[src/rtl/rvfi_trace_buffer.sv]
// RVFI retirement trace capture: each retired instruction becomes a 4-word record
// in a small FIFO, streamed out as 32-bit words with drop and order-gap tracking.
module rvfi_trace_buffer #(
  parameter int unsigned DEPTH = 8
) (
  input  logic        clk,
  input  logic        rst,
  input  logic        rvfi__valid,
  input  logic [63:0] rvfi__order,
  input  logic [31:0] rvfi__insn,
  input  logic        rvfi__trap,
  input  logic        rvfi__halt,
  input  logic        rvfi__intr,
  input  logic [4:0]  rvfi__rd_addr,
  input  logic [31:0] rvfi__rd_wdata,
  input  logic [31:0] rvfi__pc_rdata,
  output logic        out__valid,
  input  logic        out__ready,
  output logic [31:0] out__data,
  output logic        out__last,
  output logic        overflow,
  output logic        seq_err,
  output logic [15:0] dropped
);

  localparam int unsigned AW = $clog2(DEPTH);

  typedef enum logic {IDLE, SEND} state_t;
  typedef logic [3:0][31:0] rec_t;

  state_t              state_q, state_d;
  logic [1:0]          idx_q, idx_d;
  logic [AW:0]         wr_ptr_q, wr_ptr_d, rd_ptr_q, rd_ptr_d;
  rec_t [DEPTH-1:0]    mem_q, mem_d;
  logic [63:0]         expected_q, expected_d;
  logic                overflow_q, overflow_d;
  logic                seq_err_q, seq_err_d;
  logic [15:0]         dropped_q, dropped_d;
  logic                gap_pending_q, gap_pending_d;

  logic        full, hs, pop, space, push;
  logic [31:0] header;

  assign full   = (wr_ptr_q[AW] != rd_ptr_q[AW]) && (wr_ptr_q[AW-1:0] == rd_ptr_q[AW-1:0]);
  assign hs     = out__valid & out__ready;
  assign pop    = hs & (idx_q == 2'd3);
  // A record leaving this very edge frees its slot for the incoming one.
  assign space  = !full | pop;
  assign push   = rvfi__valid & space;
  assign header = {rvfi__order[15:0], rvfi__rd_addr, rvfi__trap, rvfi__halt, rvfi__intr,
                   gap_pending_q, 7'd0};

  always_comb begin
    mem_d         = mem_q;
    wr_ptr_d      = wr_ptr_q;
    rd_ptr_d      = rd_ptr_q;
    idx_d         = idx_q;
    expected_d    = expected_q;
    overflow_d    = overflow_q;
    seq_err_d     = seq_err_q;
    dropped_d     = dropped_q;
    gap_pending_d = gap_pending_q;

    if (rvfi__valid) begin
      if (rvfi__order != expected_q) seq_err_d = 1'b1;
      expected_d = rvfi__order + 64'd1;
      if (space) begin
        mem_d[wr_ptr_q[AW-1:0]] = {rvfi__rd_wdata, rvfi__insn, rvfi__pc_rdata, header};
        wr_ptr_d      = wr_ptr_q + 1'b1;
        gap_pending_d = 1'b0;
      end else begin
        overflow_d    = 1'b1;
        gap_pending_d = 1'b1;
        if (dropped_q != 16'hFFFF) dropped_d = dropped_q + 16'd1;
      end
    end

    if (hs) idx_d = idx_q + 2'd1;
    if (pop) rd_ptr_d = rd_ptr_q + 1'b1;

    // Looking at next-cycle occupancy lets a fresh record be presented one cycle after capture.
    state_d = (wr_ptr_d == rd_ptr_d) ? IDLE : SEND;
  end

  always_ff @(posedge clk) begin
    if (rst) begin
      state_q       <= IDLE;
      idx_q         <= 2'd0;
      wr_ptr_q      <= '0;
      rd_ptr_q      <= '0;
      expected_q    <= 64'd0;
      overflow_q    <= 1'b0;
      seq_err_q     <= 1'b0;
      dropped_q     <= 16'd0;
      gap_pending_q <= 1'b0;
    end else begin
      state_q       <= state_d;
      idx_q         <= idx_d;
      wr_ptr_q      <= wr_ptr_d;
      rd_ptr_q      <= rd_ptr_d;
      expected_q    <= expected_d;
      overflow_q    <= overflow_d;
      seq_err_q     <= seq_err_d;
      dropped_q     <= dropped_d;
      gap_pending_q <= gap_pending_d;
    end
  end

  // Record storage needs no reset; only slots behind valid pointers are ever read out.
  always_ff @(posedge clk) begin
    mem_q <= mem_d;
  end

  assign out__valid = (state_q == SEND);
  assign out__data  = (state_q == SEND) ? mem_q[rd_ptr_q[AW-1:0]][idx_q] : 32'd0;
  assign out__last  = (state_q == SEND) && (idx_q == 2'd3);
  assign overflow   = overflow_q;
  assign seq_err    = seq_err_q;
  assign dropped    = dropped_q;

endmodule
[config.mk]
export PLATFORM = sky130hd
export DESIGN_NAME = rvfi_trace_buffer
export DESIGN_NICKNAME = d
export VERILOG_FILES = /design/src/rtl/rvfi_trace_buffer.sv
export SDC_FILE = /design/constraint.sdc
export NUM_CORES = 1
export LEC_CHECK = 0
export CAP_MARGIN = 20
export CORE_MARGIN = 1
export CORE_UTILIZATION = 60
export CTS_CLUSTER_SIZE = 25
export DETAILED_ROUTE_END_ITERATION = 6
export PLACE_DENSITY = 0.77
export SLEW_MARGIN = 20
export SYNTH_ARGS = -nofsm -noshare
export SYNTH_HDL_FRONTEND = slang
export SYNTH_SLANG_ARGS = --single-unit
export TNS_END_PERCENT = 30
[constraint.sdc]
create_clock -name clk -period 30.5 [get_ports clk]
set_clock_uncertainty 0.15 [all_clocks]
set_input_delay 3.05 -clock clk [delete_from_list [all_inputs] [get_ports clk]]
set_output_delay 3.05 -clock clk [all_outputs]
set_load 0.02 [all_outputs]
==> metrics.cfg, run 1 <==
[yosys]
synthAdderAreaFrac_pct=0.1468
ys_seq_elements=1062
muxShareOfSynthArea_pct=15.77
synth_area_um2=42620
synth-main-ff-cell=edfxtp_1
synth-edff-count=968
ys_async_sr_fraction_pct=0
synth.distinct_cells=50
synth_simple_gate_area_share_pct=4.598
synthCells=2195
synth_nets=2372
synth_xor_area_share_pct=3.094
ys_warn_count=0
synth_compound_area_share_pct=2.316
synth-seq-area-share_pct=72.62
syn_area_per_cell_um2=19.42
synth_top_family_by_area=multiplexers

[route]
initialDrtViolationCount=2280
route.detailed.drc=0
dr.pass1.iters=5
via_count=21859
avgViaCountPerCell=6.321
wl_per_cell_um=27.03
finalWirelength_um=93490
ant_nets=0

[cells_and_area]
drive_above_1_share_pct=19.20
area_growth_syn_to_layout_pct=15.47
fillCellCount=4340
final_cell_mix=edfxtp_1 (968), mux4_2 (249), clkdlybuf4s50_1 (221), xnor2_1 (124), mux2i_1 (111)
layout.nets=2603
seqCellArea_um2=30960
fin_area_um2=49210
final_common_cell=edfxtp_1
multiInputGateArea_um2=11110
stdcell_count=3458

[cts]
ctsHoldBuffers=0
ctsResizeCount=0
cts_made_buffers=101
cts_root_buf=clkbuf_16
cts_sinks=1062
clk_latency_ns=0.65
clk_pin_slew_ns=0.06
cts_tree=done
cts_setup_buffers=0
htree_levels=3
cts_max_path_buffers=3

[worst_setup_path]
startpoint_type=register
rrSetupSlack_ns=25.56
setup.worst_path.end_class=output pin
crit_path_max_fanout=114
cp_data_required_time_ns=27.30
critPathArrivalTime_ns=4.46
criticalPathCategory=register to output pin

[timing]
tns_ns=0
finalWorstSetupSlack_ns=22.84
finalCritPeriodShare_pct=25.13
max-slew-margin-rel_pct=24.33
setup_viol=0
rsz0062_at_grt=false
worst_pin_slew_ns=1.133
hold_viol=0
max_freq_mhz=130.5
slew_viol_final=0
period_needed_ns=7.664

[placed_design]
place_ws_ns=23.43
io_buffers=223
placed_cell_area_um2=45800
dp_hpwl_um=52400
gp_congestion=0.8081
place_inst=3263

[worst_hold_path]
hold_class=register to register

[floorplan]
die_area_um2=72100
die_w_um=268.5
coreArea_um2=70150
ioPinCount=224
die_y_um=268.5
core.rowCount=97
start_util_pct=60.75

[power_and_ir_drop]
leakagePower_nw=14.86
irDropWorstVdd_mv=0.04901
powerDensity_nw_per_um2=62.51

[run]
maxCapViolations=0

[global_route]
grt_first_pass_wirelength_um=138700
antenna_found_initial=18
overflow=0
grt_max_degree=157
grt_usage_pct=26.51
grt_pass1_vias=22294

[outcome]
status=completed

==> state kept, by name, indices dropped and copies added, names as in the netlist <==
register and cells:
mem_q 968, expected_q 64, dropped 16, rd_ptr_q 4
wr_ptr_q 4, idx_q 2, gap_pending_q 1, out__valid 1
overflow 1, seq_err 1
==> path summary, 6_finish.rpt <==
kind,startpoint,to,cells past startpoint
max,rd_ptr_q[0],out__data[18],6
min,overflow,overflow,2
max reg2reg,rd_ptr_q[0],mem_q[1003],6
min reg2reg,overflow,overflow,2
==> cells in the mapped netlist (2+ instances only) <==
cell type | n | area, um2
nor3_2 | 2 | 20.02
nor4_2 | 17 | 212.7
mux4_2 | 249 | 5608
nand3_4 | 2 | 35.03
buf_1 | 23 | 86.33
nor4b_1 | 3 | 26.28
and2_1 | 9 | 56.30
nor3b_1 | 2 | 15.01
buf_4 | 6 | 45.04
nand3_2 | 2 | 20.02
xor2_1 | 24 | 210.2
nand3_1 | 31 | 155.2
mux2i_1 | 111 | 1111
buf_6 | 4 | 45.04
nor3_1 | 20 | 100.1
dfxtp_1 | 94 | 1882
nand4_1 | 36 | 225.2
buf_2 | 32 | 160.2
and4_1 | 4 | 35.03
ha_1 | 5 | 62.56
nand2_1 | 40 | 150.1
inv_1 | 11 | 41.29
and3_1 | 36 | 225.2
or3_1 | 9 | 56.30
nor2b_1 | 2 | 12.51
a22oi_1 | 50 | 375.4
nor2_1 | 104 | 390.4
o21ai_0 | 15 | 75.07
nor4_1 | 13 | 81.33
clkbuf_1 | 62 | 232.7
edfxtp_1 | 968 | 29070
xnor2_1 | 124 | 1086
a311oi_1 | 7 | 61.31
a21oi_1 | 5 | 25.02
nor4_4 | 2 | 42.54
a211oi_1 | 55 | 412.9
clkbuf_2 | 2 | 10.01
nor3_4 | 2 | 32.53
==> critical path, stage by stage, from the launching register on <==
cell and delay [ns]:
dfxtp_4 0.80, buf_12 0.69, mux4_2 0.61, mux2i_1 0.40, a22oi_1 0.32, and3_1 0.28
clkdlybuf4s50_1 0.54
==> layout make-up <==
type	count	share of cell area (%)
diodes	8	0.04068
clock buffers	132	5.627
clock inverters	55	1.256
inverters	11	0.08390
multi-input cells	993	22.59
flip-flops and latches	1062	62.91
well taps	940	2.390
repair buffers	257	5.103
==> cells by family (layout without fill, tap and decap cells) <==
family	after synthesis	in the layout
adder cells (fa/ha/maj)	5	5
other	0	8
multiplexers	360	360
AO/OA/AOI/OAI	136	136
buffers and inverters	140	455
AND/OR/NAND/NOR	343	343
flip-flops	1062	1062
XOR/XNOR	149	149
==> per-layer routing <==
metal | routed length (um) | GRT usage [%] | vias to the layer above | part of all wire (%)
met4 | 2856 | 8.569 | 18 | 3.1
met1 | 36380 | 35.78 | 11349 | 39
met2 | 46920 | 43.65 | 875 | 50
met5 | 97 | 0 | - | 0.10
li1 | - | - | 9439 | -
met3 | 7233 | 5.635 | 178 | 7.7
==> metrics by stage <==
step | utilization [%] | total power [mW] | hold WS, ns
2_1_floorplan | - | 1.757 | 0.3179
3_3_place_gp | 65.28 | 1.831 | 0.2854
3_5_place_dp | 65.28 | 1.838 | 0.3166
4_1_cts | 70.11 | 3.096 | 0.3246
5_1_grt | 70.13 | 3.159 | 0.3479
6_report | 70.15 | 3.076 | 0.3221
==> where the power goes <==
group	internal (mW)	switching, mW
sequential	1.63	0.0137
combinational	0.0665	0.0993
clock	0.748	0.520
total	2.44	0.633
Power figures use the tool's default switching activity.
==> run 2: changes to the inputs <==
- CORE_UTILIZATION: 60 -> 54
- PLACE_DENSITY: 0.77 -> 0.73
- clock period: 30.5 -> 6.9 ns (I/O delays scaled with it)
==> run 2 against run 1 <==
Sequential power grew to 4.4 times the previous value. Critical path depth is the same. Final cell count is 2.9% higher. Hold slack got worse by 0.013 ns. Sequential share of layout area down 0.17 points. Clock power rose to 4.3 times the previous value. Via count down 0.92%. Wire length shrank 1.1%. Utilization shrank 6.7 points. Non-clock buffer count fell by 2. Critical path type unchanged.
==> metrics.cfg, run 2 (synthesized netlist as in run 1, its figures left out) <==
[cts]
cts_made_buffers=103  ; +2.0%
cts_max_path_buffers=3  ; unchanged
cts_tree=done
ctsResizeCount=0  ; unchanged
cts_sinks=1062  ; unchanged
cts_setup_buffers=0  ; unchanged
cts_root_buf=clkbuf_16
ctsHoldBuffers=0  ; unchanged
clk_latency_ns=0.66  ; about the same
clk_pin_slew_ns=0.06  ; about the same
htree_levels=3  ; unchanged

[power_and_ir_drop]
irDropWorstVdd_mv=0.2450  ; +400%
powerDensity_nw_per_um2=271.6  ; +330%
leakagePower_nw=14.78  ; -0.50%

[cells_and_area]
final_common_cell=edfxtp_1
final_cell_mix=edfxtp_1 (968), mux4_2 (249), clkdlybuf4s50_1 (221), xnor2_1 (124), mux2i_1 (111)
utilization_pct=63.49  ; -6.7 points
layout.nets=2603  ; unchanged
area_growth_syn_to_layout_pct=15.79
drive_above_1_share_pct=18.51  ; -0.69 points
top_register=mem_q
largest_register_ffs=968  ; unchanged
fillCellCount=5198  ; +20%

[timing]
rsz0062_at_grt=false
hold_ws_ns=0.3087  ; -0.01336 ns
slew_viol_final=0  ; unchanged
finalCritPeriodShare_pct=70.43
hold_viol=0  ; unchanged
worst_pin_slew_ns=1.102  ; -0.03025 ns
max-slew-margin-rel_pct=25.95  ; +1.6 points
setup_viol=0  ; unchanged
max_freq_mhz=205.8
period_needed_ns=4.859

[floorplan]
die_y_um=282.9  ; +5.4%
core.rowCount=102  ; +5.2%
die_area_um2=80050  ; +11%
start_util_pct=54.83  ; -5.9 points
coreArea_um2=77720  ; +11%
ioPinCount=224  ; unchanged
die_w_um=282.9  ; +5.4%

[worst_setup_path]
rrSetupSlack_ns=2.63  ; -22.93 ns
r2r_start=idx_q[0]
setup.worst_path.end_class=output pin
critPathArrivalTime_ns=4.02  ; -0.44 ns
crit_path_max_fanout=43  ; -62%
worstSetupStartpoint=rd_ptr_q[2]
criticalPathCategory=register to output pin
rr_worst_depth=7  ; +1
startpoint_type=register
r2r_end=mem_q[815]
cp_data_required_time_ns=6.06  ; -21.24 ns

[global_route]
grt_first_pass_wirelength_um=140200  ; +1.1%
grt_usage_pct=23.32  ; -3.2 points
antenna_found_initial=15  ; -3
grt_pass1_vias=22328  ; +0.15%
overflow=0  ; unchanged
grt_max_degree=109  ; -31%

[route]
route.detailed.drc=0  ; unchanged
avgViaCountPerCell=6.083  ; -3.8%
ant_nets=0  ; unchanged
initialDrtViolationCount=1820  ; -20%
wl_per_cell_um=25.98  ; -3.9%
finalWirelength_um=92500  ; -1.1%
via_count=21657  ; -0.92%
dr.pass1.iters=6  ; +1

[worst_hold_path]
hold_class=register to register
min_from=overflow
hold_path_end=overflow
min_path_cells=2  ; unchanged

[run]
maxCapViolations=0  ; unchanged

[placed_design]
dp_hpwl_um=52200  ; -0.40%
gp_congestion=0.8359  ; +3.4%
io_buffers=223  ; unchanged

[outcome]
status=completed

## run 2: cell types whose count changed in the layout (fill, tap and decap cells not counted), sizes merged
| cell | change |
|---|---|
| buf | -2 |
| bufinv | -6 |
| clkbuf | +6 |
| clkinv | -2 |
| clkinvlp | +1 |
| inv | +5 |
## run 2: through the flow
step / TNS, ns / area, um2 / power (mW) / instances / worst slack [ns]
after floorplan: -1009.70 / 42660 / 7.745 / 2195 / -3.612
after global placement: 0 / 46080 / 8.101 / 3361 / 2.600
after detailed placement: 0 / 46080 / 8.134 / 3361 / 2.466
after CTS: 0 / 49320 / 13.50 / 3552 / 2.017
after global routing: 0 / 49330 / 13.80 / 3555 / 1.887
final: 0 / 49340 / 13.40 / 3560 / 2.041
## run 2: final cells by class
class / count / area (um2) / area share [%]
Inverter: 11 / 41.29 / 0.08368
Sequential cell: 1062 / 30960 / 62.74
Timing Repair Buffer: 255 / 2630 / 5.330
Tap cell: 1040 / 1301 / 2.637
Clock inverter: 53 / 489.2 / 0.9914
Multi-Input combinational cell: 993 / 11150 / 22.60
Antenna cell: 8 / 20.02 / 0.04057
Clock buffer: 138 / 2751 / 5.576
## run 2: metal layers
metal / share of wire (%) / track usage [%] / vias up
li1: - / - / 9445
met1: 41 / 32.32 / 11297
met2: 50 / 37.82 / 750
met3: 6.6 / 4.654 / 151
met4: 2.3 / 6.712 / 14
met5: 0.098 / 0 / -
## run 2: worst max-delay path by stage
stage                    end  slack, ns  depth (start not counted)
2_1_floorplan     mem_q[391]      -3.61                          4
3_5_place_dp      mem_q[879]       2.47                          7
6_report       out__data[29]       2.04                          6
3_3_place_gp      mem_q[879]       2.60                          7
4_1_cts        out__data[29]       2.02                          6
5_1_grt        out__data[29]       1.89                          6
## run 2: where the power goes
| group | internal [mW] | total [mW] | switching, mW |
|---|---|---|---|
| clock network | 3.07 | 5.41 | 2.34 |
| registers | 7.20 | 7.26 | 0.0592 |
| logic | 0.298 | 0.734 | 0.437 |
## run 2: worst max-delay path, stage by stage (launching register included)
cell             delay [ns]
dfxtp_4                0.91
buf_12                 0.42
buf_4                  0.46
mux2i_1                0.15
a22oi_1                0.42
and3_1                 0.30
clkdlybuf4s50_1        0.63
==> run 3: changes to the inputs <==
- clock period: 6.9 -> 4.2 ns (I/O delays scaled with it)
==> run 3 against run 2 <==
Sequential power up 64%. Die area unchanged. Setup slack worse by 2.0 ns. Hold slack worse by 0.22 ns. Final cell count up 1.5%. Count of clock-buffer cells in the layout down 8. Non-clock buffer count up 46. First-iteration DRC count up 29%. Critical path depth unchanged. Global-route usage up 0.83 points. Design area up 1.8%. Largest power group unchanged. Combinational power up 69%.
==> metrics.cfg, run 3 (synthesized netlist as in run 1, its figures left out) <==
[outcome]
status=completed

[route]
wl_per_cell_um=26.66  ; +2.6%
finalWirelength_um=96340  ; +4.1%
via_count=21934  ; +1.3%
route.detailed.drc=0  ; unchanged
avgViaCountPerCell=6.069  ; -0.23%
ant_nets=0  ; unchanged
dr.pass1.iters=7  ; +1
initialDrtViolationCount=2352  ; +29%

[cts]
cts_sinks=1062  ; unchanged
cts_max_path_buffers=3  ; unchanged
cts_made_buffers=104  ; +0.97%
cts_setup_buffers=0  ; unchanged
cts_tree=done
clk_latency_ns=0.67  ; about the same
cts_root_buf=clkbuf_16
ctsHoldBuffers=0  ; unchanged
htree_levels=3  ; unchanged
clk_pin_slew_ns=0.06  ; about the same

[placed_design]
io_buffers=223  ; unchanged
dp_hpwl_um=57420  ; +10%
place_inst=3406  ; +1.3%
gp_congestion=0.8069  ; -3.5%
place_ws_ns=0.7466  ; -1.719 ns
placed_cell_area_um2=46740  ; +1.4%

[worst_setup_path]
cp_data_required_time_ns=3.63  ; -2.43 ns
startpoint_type=register
rrSetupSlack_ns=0.80  ; -1.83 ns
setup.worst_path.end_class=output pin
critPathArrivalTime_ns=3.55  ; -0.47 ns
crit_buf_inv=2  ; -1
critPathSlowestCell=a22oi_1
cp_slowest_stage_delay_ns=0.69  ; -0.22 ns
rr_worst_depth=7  ; unchanged
criticalPathCategory=register to output pin
r2r_start=idx_q[0]
crit_path_max_fanout=32  ; -26%
path_cells=buf_12 > mux4_2 > mux2i_1 > a22oi_1 > and3_1 > clkdlybuf4s50_1
cpLargestDelayFamily=buffers and inverters
r2r_end=mem_q[627]

[timing]
finalWorstSetupSlack_ns=0.07873  ; -1.962 ns
max-slew-margin-rel_pct=26.24  ; +0.29 points
rsz0062_at_grt=true
slew_viol_final=0  ; unchanged
setup_viol=0  ; unchanged
worst_pin_slew_ns=1.106  ; +0.004099 ns
finalCritPeriodShare_pct=98.13
period_needed_ns=4.121
hold_ws_ns=0.09217  ; -0.2165 ns
hold_viol=0  ; unchanged
max_freq_mhz=242.6

[global_route]
overflow=0  ; unchanged
grt_pass1_vias=22658  ; +1.5%
grt_first_pass_wirelength_um=143200  ; +2.1%
grt_max_degree=96  ; -12%
antenna_found_initial=17  ; +2
grt_usage_pct=24.14  ; +0.83 points

[floorplan]
die_area_um2=80050  ; unchanged
start_util_pct=54.83  ; unchanged
ioPinCount=224  ; unchanged
core.rowCount=102  ; unchanged
die_w_um=282.9  ; unchanged
coreArea_um2=77720  ; unchanged
die_y_um=282.9  ; unchanged

[power_and_ir_drop]
p_sw_mw=4.704  ; +66%
leakagePower_nw=15.20  ; +2.8%
total_power_mw=22.42  ; +67%
powerDensity_nw_per_um2=446.3  ; +64%
p_seq_share_pct=53.2  ; -1.0 points
power.internal_mw=17.72  ; +68%
switching_share_pct=20.98  ; -0.17 points
power_frac_clock_pct=41.3  ; +0.9 points
irDropWorstVdd_mv=0.3562  ; +45%
comb_power_share_pct=5.5  ; about the same

[cells_and_area]
area_growth_syn_to_layout_pct=17.90
fin_area_um2=50240  ; +1.8%
layout.nets=2650  ; +1.8%
drive_above_1_share_pct=20.76  ; +2.2 points
final_cell_mix=edfxtp_1 (968), mux4_2 (249), clkdlybuf4s50_1 (221), xnor2_1 (124), mux2i_1 (111)
largest_register_ffs=968  ; unchanged
fillCellCount=5162  ; -0.69%
final_common_cell=edfxtp_1
top_register=mem_q
stdcell_count=3614  ; +1.5%

[run]
maxCapViolations=0  ; unchanged

[worst_hold_path]
min_path_cells=3  ; +1
hold_path_end=gap_pending_q
hold_class=input port to register
min_from=rvfi__valid

-- run 3: what timing repair did --
action	in CTS	in global routing
setup endpoints to repair	0	9
resized for setup	0	4
hold endpoints to repair	0	0
-- run 3: worst max-delay path by stage --
stage / startpoint / end / slack (ns) / depth (start not counted)
floorplan: idx_q[0] / mem_q[135] / -1.33 / 7
finish: rd_ptr_q[1] / out__data[15] / 0.08 / 6
global route: rd_ptr_q[0] / out__data[29] / -0.004 / 7
global placement: rd_ptr_q[0] / out__data[22] / 0.77 / 6
detailed placement: rd_ptr_q[0] / out__data[20] / 0.75 / 7
CTS: rd_ptr_q[0] / out__data[14] / 0.02 / 7
-- run 3: power by group through the flow --
| stage | combinational, mW | clock, mW | sequential [mW] |
|---|---|---|---|
| 3_3_place_gp | 1.21 | 0 | 12.1 |
| 5_1_grt | 1.32 | 9.80 | 11.9 |
| 3_5_place_dp | 1.24 | 0 | 12.1 |
| 4_1_cts | 1.25 | 9.40 | 11.9 |
| 2_1_floorplan | 0.574 | 0 | 12.1 |
| 6_report | 1.24 | 9.26 | 11.9 |
-- run 3: per-layer routing --
metal / up-vias / routed length [um] / track usage (%)
met5: - / 82 / 0
met1: 11313 / 38640 / 33.67
met2: 907 / 47330 / 39.01
met4: 12 / 2710 / 8.288
met3: 149 / 7580 / 3.961
li1: 9553 / - / -
-- run 3: per-stage QoR --
| stage | TNS, ns | util [%] |
|---|---|---|
| 5_1_grt | -0.003870 | 64.64 |
| 2_1_floorplan | -811.26 | - |
| 3_3_place_gp | 0 | 60.14 |
| 6_report | 0 | 64.65 |
| 4_1_cts | 0 | 64.54 |
| 3_5_place_dp | 0 | 60.14 |
-- run 3: worst register-to-register path: cells and delay by family (launching register included) --
kind,cells,cell delay (ns)
fa+ha+maj,1,0.25
simple gates,4,1.13
buf+inv,1,0.45
flops,1,0.63
compound gates,1,0.37
-- run 3: layout make-up --
| cell class | instances | area [um2] | share of cell area (%) |
|---|---|---|---|
| inverters | 11 | 41.29 | 0.08218 |
| diodes | 11 | 27.53 | 0.05479 |
| clock inverters | 66 | 680.7 | 1.355 |
| repair buffers | 301 | 3316 | 6.599 |
| multi-input cells | 993 | 11170 | 22.24 |
| well taps | 1040 | 1301 | 2.590 |
| clock buffers | 130 | 2741 | 5.456 |
| flip-flops and latches | 1062 | 30960 | 61.63 |
